<file path="src/rtl/ctrl_pkg.sv">
// ctrl_pkg: shared definitions for the ctrl_unit slice.
//   - datapath / register-index widths
//   - FSM state enum and opcode enum
//   - ALU operation codes and the opcode -> ALU code mapping
package ctrl_pkg;

    localparam int DATA_W = 8;
    localparam int RIDX_W = 2;

    typedef enum logic [1:0] {
        ST_FETCH = 2'd0,
        ST_EXEC  = 2'd1,
        ST_MEM   = 2'd2,
        ST_HALT  = 2'd3
    } state_t;

    typedef enum logic [3:0] {
        OP_NOT  = 4'b0000,
        OP_AND  = 4'b0001,
        OP_OR   = 4'b0010,
        OP_XOR  = 4'b0011,
        OP_ADD  = 4'b0100,
        OP_SUB  = 4'b0101,
        OP_SLL  = 4'b0110,
        OP_SRL  = 4'b0111,
        OP_LD   = 4'b1000,
        OP_ST   = 4'b1001,
        OP_BRZR = 4'b1010,
        OP_JI   = 4'b1011,
        OP_INC  = 4'b1100,
        OP_LDI  = 4'b1101,
        OP_SL4  = 4'b1110,
        OP_HLT  = 4'b1111
    } opcode_t;

    localparam logic [3:0] ALU_NOT  = 4'b0000;
    localparam logic [3:0] ALU_AND  = 4'b0001;
    localparam logic [3:0] ALU_OR   = 4'b0010;
    localparam logic [3:0] ALU_XOR  = 4'b0011;
    localparam logic [3:0] ALU_ADD  = 4'b0100;
    localparam logic [3:0] ALU_SUB  = 4'b0101;
    localparam logic [3:0] ALU_SLL  = 4'b0110;
    localparam logic [3:0] ALU_SRL  = 4'b0111;
    localparam logic [3:0] ALU_INC  = 4'b1100;
    localparam logic [3:0] ALU_SL4  = 4'b1110;
    localparam logic [3:0] ALU_NONE = 4'b0000;

    // True for instructions whose result comes from the external ALU.
    function automatic logic uses_alu(input opcode_t op);
        case (op)
            OP_NOT, OP_AND, OP_OR, OP_XOR,
            OP_ADD, OP_SUB, OP_SLL, OP_SRL,
            OP_INC, OP_SL4: uses_alu = 1'b1;
            default:        uses_alu = 1'b0;
        endcase
    endfunction

    function automatic logic [3:0] alu_code(input opcode_t op);
        case (op)
            OP_NOT:  alu_code = ALU_NOT;
            OP_AND:  alu_code = ALU_AND;
            OP_OR:   alu_code = ALU_OR;
            OP_XOR:  alu_code = ALU_XOR;
            OP_ADD:  alu_code = ALU_ADD;
            OP_SUB:  alu_code = ALU_SUB;
            OP_SLL:  alu_code = ALU_SLL;
            OP_SRL:  alu_code = ALU_SRL;
            OP_INC:  alu_code = ALU_INC;
            OP_SL4:  alu_code = ALU_SL4;
            default: alu_code = ALU_NONE;
        endcase
    endfunction

endpackage

</file>
<file path="src/rtl/ctrl_unit_reg_bank.sv">
// reg_bank: 4 x 8-bit general register file.
//   clk        - clock, write on rising edge
//   rst        - asynchronous active-high reset, clears all registers
//   i_we       - write enable
//   i_waddr    - write register index
//   i_wdata    - write data
//   i_raddr_a  - read port A index (asynchronous read)
//   i_raddr_b  - read port B index (asynchronous read)
//   o_rdata_a  - read port A data
//   o_rdata_b  - read port B data
module reg_bank
    import ctrl_pkg::*;
#(
    parameter int NREGS = 4
) (
    input  logic              clk,
    input  logic              rst,
    input  logic              i_we,
    input  logic [RIDX_W-1:0] i_waddr,
    input  logic [DATA_W-1:0] i_wdata,
    input  logic [RIDX_W-1:0] i_raddr_a,
    input  logic [RIDX_W-1:0] i_raddr_b,
    output logic [DATA_W-1:0] o_rdata_a,
    output logic [DATA_W-1:0] o_rdata_b
);

    logic [DATA_W-1:0] r_regs [NREGS];

    always_ff @(posedge clk or posedge rst) begin
        if (rst) begin
            for (int unsigned i = 0; i < NREGS; i++) begin
                r_regs[i] <= '0;
            end
        end else if (i_we) begin
            r_regs[i_waddr] <= i_wdata;
        end
    end

    assign o_rdata_a = r_regs[i_raddr_a];
    assign o_rdata_b = r_regs[i_raddr_b];

endmodule

</file>
<file path="src/rtl/ctrl_unit.sv">
// ctrl_unit: multi-cycle controller for an 8-bit accumulator-style CPU.
// Instruction: [7:4] opcode, [3:2] ra, [1:0] rb, imm4 = [3:0].
// FSM FETCH -> EXEC -> (MEM) -> FETCH; HALT only with CTRL_HALT_EN defined.
// Build option: CTRL_HALT_EN - opcode 1111 enters HALT (else NOP, halted=0).
// Ports:
//   clk, rst          - clock, asynchronous active-high reset
//   mem_addr          - pc in FETCH, R[rb] in MEM
//   mem_rd, mem_wr    - read / write request, held until mem_ready
//   mem_wdata         - store data, R[ra]
//   mem_rdata         - read data, valid with mem_ready
//   mem_ready         - completes the pending access at the sampling edge
//   alu_op            - ALU operation (0000 for non-ALU instructions)
//   alu_ra, alu_rb    - ALU operands R[ra], R[rb]
//   alu_s, alu_zero   - ALU result and zero flag
//   halted            - high while in HALT
module ctrl_unit
    import ctrl_pkg::*;
#(
    parameter logic [7:0] RESET_PC = 8'h00,
    parameter int         NREGS    = 4
) (
    input  logic        clk,
    input  logic        rst,
    output logic [7:0]  mem_addr,
    output logic        mem_rd,
    output logic        mem_wr,
    output logic [7:0]  mem_wdata,
    input  logic [7:0]  mem_rdata,
    input  logic        mem_ready,
    output logic [3:0]  alu_op,
    output logic [7:0]  alu_ra,
    output logic [7:0]  alu_rb,
    input  logic [7:0]  alu_s,
    input  logic        alu_zero,
    output logic        halted
);

    state_t            r_state, w_next;
    logic [DATA_W-1:0] r_pc, w_pc_next;
    logic [DATA_W-1:0] r_ir;
    logic              r_z, w_z_next;
    logic              w_ir_load;
    logic              w_we;
    logic [DATA_W-1:0] w_wdata;
    logic [DATA_W-1:0] w_ra_val, w_rb_val;
    opcode_t           w_op;
    logic [RIDX_W-1:0] w_ra, w_rb;

    assign w_op = opcode_t'(r_ir[7:4]);
    assign w_ra = r_ir[3:2];
    assign w_rb = r_ir[1:0];

    reg_bank #(.NREGS(NREGS)) u_reg_bank (
        .clk       (clk),
        .rst       (rst),
        .i_we      (w_we),
        .i_waddr   (w_ra),
        .i_wdata   (w_wdata),
        .i_raddr_a (w_ra),
        .i_raddr_b (w_rb),
        .o_rdata_a (w_ra_val),
        .o_rdata_b (w_rb_val)
    );

    assign alu_ra    = w_ra_val;
    assign alu_rb    = w_rb_val;
    assign mem_wdata = w_ra_val;

    always_ff @(posedge clk or posedge rst) begin
        if (rst) begin
            r_state <= ST_FETCH;
            r_pc    <= RESET_PC;
            r_ir    <= '0;
            r_z     <= 1'b0;
        end else begin
            r_state <= w_next;
            r_pc    <= w_pc_next;
            r_z     <= w_z_next;
            if (w_ir_load) begin
                r_ir <= mem_rdata;
            end
        end
    end

    always_comb begin
        w_next    = r_state;
        w_pc_next = r_pc;
        w_z_next  = r_z;
        w_ir_load = 1'b0;
        w_we      = 1'b0;
        w_wdata   = alu_s;
        alu_op    = ALU_NONE;
        mem_rd    = 1'b0;
        mem_wr    = 1'b0;
        mem_addr  = r_pc;

        case (r_state)
            ST_FETCH: begin
                mem_rd = 1'b1;
                if (mem_ready) begin
                    w_ir_load = 1'b1;
                    w_pc_next = r_pc + 8'd1;
                    w_next    = ST_EXEC;
                end
            end

            ST_EXEC: begin
                w_next = ST_FETCH;
                if (uses_alu(w_op)) begin
                    alu_op   = alu_code(w_op);
                    w_we     = 1'b1;
                    w_wdata  = alu_s;
                    w_z_next = alu_zero;
                end else begin
                    case (w_op)
                        OP_LDI: begin
                            w_we    = 1'b1;
                            w_wdata = {{(DATA_W-RIDX_W){1'b0}}, w_rb};
                        end
                        OP_LD, OP_ST: w_next = ST_MEM;
                        OP_BRZR: begin
                            if (r_z) begin
                                w_pc_next = w_rb_val;
                            end
                        end
                        // pc already points past the JI, so the offset is relative to pc+1
                        OP_JI: w_pc_next = r_pc + {{4{r_ir[3]}}, r_ir[3:0]};
                        OP_HLT: begin
`ifdef CTRL_HALT_EN
                            w_next = ST_HALT;
`else
                            w_next = ST_FETCH;
`endif
                        end
                        default: ;
                    endcase
                end
            end

            ST_MEM: begin
                mem_addr = w_rb_val;
                if (w_op == OP_LD) begin
                    mem_rd = 1'b1;
                end else begin
                    mem_wr = 1'b1;
                end
                if (mem_ready) begin
                    if (w_op == OP_LD) begin
                        w_we    = 1'b1;
                        w_wdata = mem_rdata;
                    end
                    w_next = ST_FETCH;
                end
            end

            ST_HALT: ;

            default: w_next = ST_FETCH;
        endcase
    end

`ifdef CTRL_HALT_EN
    assign halted = (r_state == ST_HALT);
`else
    assign halted = 1'b0;
`endif

endmodule

</file>
<file path="config.mk">
export PLATFORM = sky130hd
export DESIGN_NAME = ctrl_unit
export DESIGN_NICKNAME = d
export VERILOG_FILES = /design/src/rtl/ctrl_pkg.sv /design/src/rtl/ctrl_unit_reg_bank.sv /design/src/rtl/ctrl_unit.sv
export SDC_FILE = /design/constraint.sdc
export NUM_CORES = 1
export LEC_CHECK = 0
export CAP_MARGIN = 10
export CORE_MARGIN = 3
export CORE_UTILIZATION = 45
export DETAILED_ROUTE_END_ITERATION = 8
export MAX_ROUTING_LAYER = met4
export PLACE_DENSITY_LB_ADDON = 0.25
export REMOVE_ABC_BUFFERS = 1
export SLEW_MARGIN = 20
export SYNTH_ARGS = -nofsm -noshare
export SYNTH_HDL_FRONTEND = slang
export SYNTH_SLANG_ARGS = --single-unit
</file>
<file path="constraint.sdc">
create_clock -name clk -period 3.5 [get_ports clk]
set_input_delay 0.35 -clock clk [delete_from_list [all_inputs] [get_ports clk]]
set_output_delay 0.35 -clock clk [all_outputs]
set_load 0.005 [all_outputs]
</file>
==> results.py <==
metrics = {
    "route": {
        "viasPerCell": 5.61,
        "drt_iter0_markers": 146,
        "drc": 0,
        "routedWlPerCell_um": 17.2,
        "drtPass1Iterations": 4,
        "drtAntennaViolNets": 0,
        "num_vias": 2629,
        "drt_wl_total_mm": 8.04,
    },
    "hold_path": {
        "hold_path_class": "in2async",
    },
    "synthesis": {
        "yosysSeqAreaShare": 0.392,
        "synth_edf_count": 0,
        "synth_ff_type": "dfrtp_1",
        "synth_cell_type_count": 51,
        "syn_area_um2": 3260,
        "yosys_warnings": 0,
        "syn_inst": 329,
        "synthArstFlopShare": 1.00,
        "ys_seq_elements": 51,
        "avgSynthCellArea_um2": 9.90,
    },
    "timing": {
        "whs_ns": 0.507,
        "skew_ns": 0.00713,
        "tightest_slew_ns": 1.05,
        "period_share": 0.803,
        "fmax_mhz": 356,
        "drv_slew": 0,
        "fin_crit_ns": 2.81,
        "slew_headroom": 0.294,
        "setup_tns_ns": 0,
        "final-hold-violation-count": 0,
        "setup_violations": 0,
        "grt_setup_unrepaired": "false",
    },
    "cts": {
        "clock-root-buffer": "clkbuf_8",
        "hold_buffers": 0,
        "ctsLongestPathBuffers": 2,
        "clk_latency_ns": 0.31,
        "cts.clk_slew.worst_paths_ns": 0.11,
        "post_cts_buffers": 0,
        "htree_levels": 2,
        "numCtsBuffers": 5,
        "cts_tree": "yes",
        "cts_resized": 0,
        "cts.sinks": 51,
    },
    "power": {
        "p_per_area_nw_per_um2": 256,
        "power_leakage_nw": 1.64,
        "totalPowerFinal_w": 0.00101,
        "peakVddDrop_mv": 0.167,
    },
    "setup_path": {
        "rr_worst_depth": 6,
        "end_kind": "primary output",
        "crit_chain": "mux4_2 -> mux2_2 -> clkdlybuf4s50_1",
        "worstSetupPathType": "reg2out",
        "worstPathArrival_ns": 2.46,
        "cp_max_fo": 12,
        "max_stage_delay_ns": 0.76,
        "cpMaxStageDelayCell": "dfrtp_1",
        "critPathLaunchType": "flop",
        "required_ns": 3.15,
    },
    "cells_and_area": {
        "n_antenna_cell": 0,
        "final_cell_mix": "clkdlybuf4s50_1, nand2_1, dfrtp_1",
        "register_area_um2": 1280,
        "fillCellCount": 628,
        "multi_input_area_um2": 1810,
        "drive_gt1_frac": 0.139,
        "nets": 404,
        "syn_to_final_growth_pct": 20.7,
        "design_area_um2": 3930,
        "final_common_cell": "clkdlybuf4s50_1",
    },
    "global_route": {
        "grt_overflow": 0,
        "grt_pass1_wl_mm": 13.4,
        "grt_use_total": 0.205,
        "grt_antenna_before_repair": 0,
        "grt_pass1_vias": 2639,
        "grt_max_degree": 52,
    },
    "place": {
        "io_buffers": 57,
        "place_hpwl_mm": 5.92,
        "placed_cell_area_um2": 3830,
        "gp_congestion": 0.806,
    },
    "floorplanning": {
        "io-pin-count": 59,
        "die_height_um": 91.1,
        "dieArea_um2": 8290,
        "die_x_um": 91.1,
        "core-area_um2": 6910,
        "rows": 30,
        "initial_core_util": 0.472,
    },
    "outcome": {
        "outcome": "completed",
    },
    "job": {
        "maxCapViolCount": 0,
    },
}
==> layer usage <==
metal	vias up	wire (um)	GRT usage
met2	82	3880	0.324
li1	1280	-	-
met4	0	60	0.0427
met1	1259	3670	0.280
met3	8	426	0.0348
met5	-	0	-
==> sequential cells by signal (all words and copies together), names as in the netlist <==
| name | flops |
|---|---|
| u_reg_bank.r_regs | 32 |
| r_ir | 8 |
| r_pc | 8 |
| r_state | 2 |
| r_z | 1 |
==> synthesized netlist by cell type (2+ instances only) <==
cell type	instances	area share
nor3b_1	2	0.0046
buf_4	10	0.023
xor2_1	2	0.0054
o211ai_1	4	0.0092
clkbuf_1	8	0.0092
a22oi_1	8	0.018
o21ai_1	3	0.0046
o31a_1	2	0.0054
nand2_1	51	0.059
and2_1	2	0.0038
dfrtp_1	51	0.39
mux2_2	16	0.055
xnor2_1	3	0.0081
ha_1	11	0.042
nand3_1	4	0.0061
nand4b_1	3	0.0081
buf_1	2	0.0023
nor3_1	9	0.014
o21ai_0	43	0.066
inv_1	10	0.012
a31oi_1	2	0.0038
buf_2	3	0.0046
or3_1	4	0.0077
a211oi_1	2	0.0046
nor2b_1	3	0.0058
o21bai_1	2	0.0046
a221oi_1	2	0.0054
o22ai_1	2	0.0038
or2_2	2	0.0038
a21oi_1	11	0.017
a21o_1	3	0.0069
nor2_1	15	0.017
mux4_2	16	0.11
==> final cells by class <==
type / count / area share
multi-input cells: 244 / 0.460
flip-flops and latches: 51 / 0.325
repair buffers: 60 / 0.151
well taps: 96 / 0.0306
clock buffers: 5 / 0.0175
inverters: 10 / 0.00987
clock inverters: 3 / 0.00668
==> stage by stage <==
step	setup slack [ns]	util	std cells
after floorplan	1.36	-	305
after global placement	1.00	0.555	461
after detailed placement	0.906	0.555	461
after CTS	0.657	0.568	469
after global routing	0.570	0.569	469
final	0.691	0.569	469
==> logic make-up after synthesis <==
logic type / count (synthesis) / share of synthesized area
compound gates: 91 / 0.169
xor+xnor: 5 / 0.0134
fa+ha+maj: 12 / 0.0484
buf+inv: 34 / 0.0542
flops: 51 / 0.392
mux: 33 / 0.169
other cells: 1 / 0.00115
simple gates: 102 / 0.153
==> critical path, delay by kind of cell, from the launching register on <==
family	cells	cell delay, ns
buf+inv	1	0.45
flops	1	0.76
mux	2	0.94
==> final timing paths <==
path / slack, ns / end / startpoint
setup / recovery: 0.69 / mem_addr[5] / r_ir[1]$_DFFE_PP0P_
hold / removal: 0.51 / u_reg_bank.r_regs[23]$_DFFE_PP0P_ / rst
setup reg to reg: 0.87 / u_reg_bank.r_regs[5]$_DFFE_PP0P_ / r_state[0]$_DFFE_PP0P_
hold reg to reg: 0.51 / u_reg_bank.r_regs[19]$_DFFE_PP0P_ / u_reg_bank.r_regs[19]$_DFFE_PP0P_
max in group asynchronous: 2.46 / u_reg_bank.r_regs[19]$_DFFE_PP0P_ / rst
min in group clk: 0.51 / u_reg_bank.r_regs[19]$_DFFE_PP0P_ / u_reg_bank.r_regs[19]$_DFFE_PP0P_
==> where the power goes <==
group	switching [W]	leakage (nW)	total [W]	internal (W)
Clock	0.000226	0.0491	0.000374	0.000148
Combinational	0.0000222	0.913	0.0000433	0.0000211
Sequential	0	0.676	0.000589	0.000589
Total	0.000248	1.64	0.00101	0.000758
No activity file was read; power rests on OpenSTA's default activity.
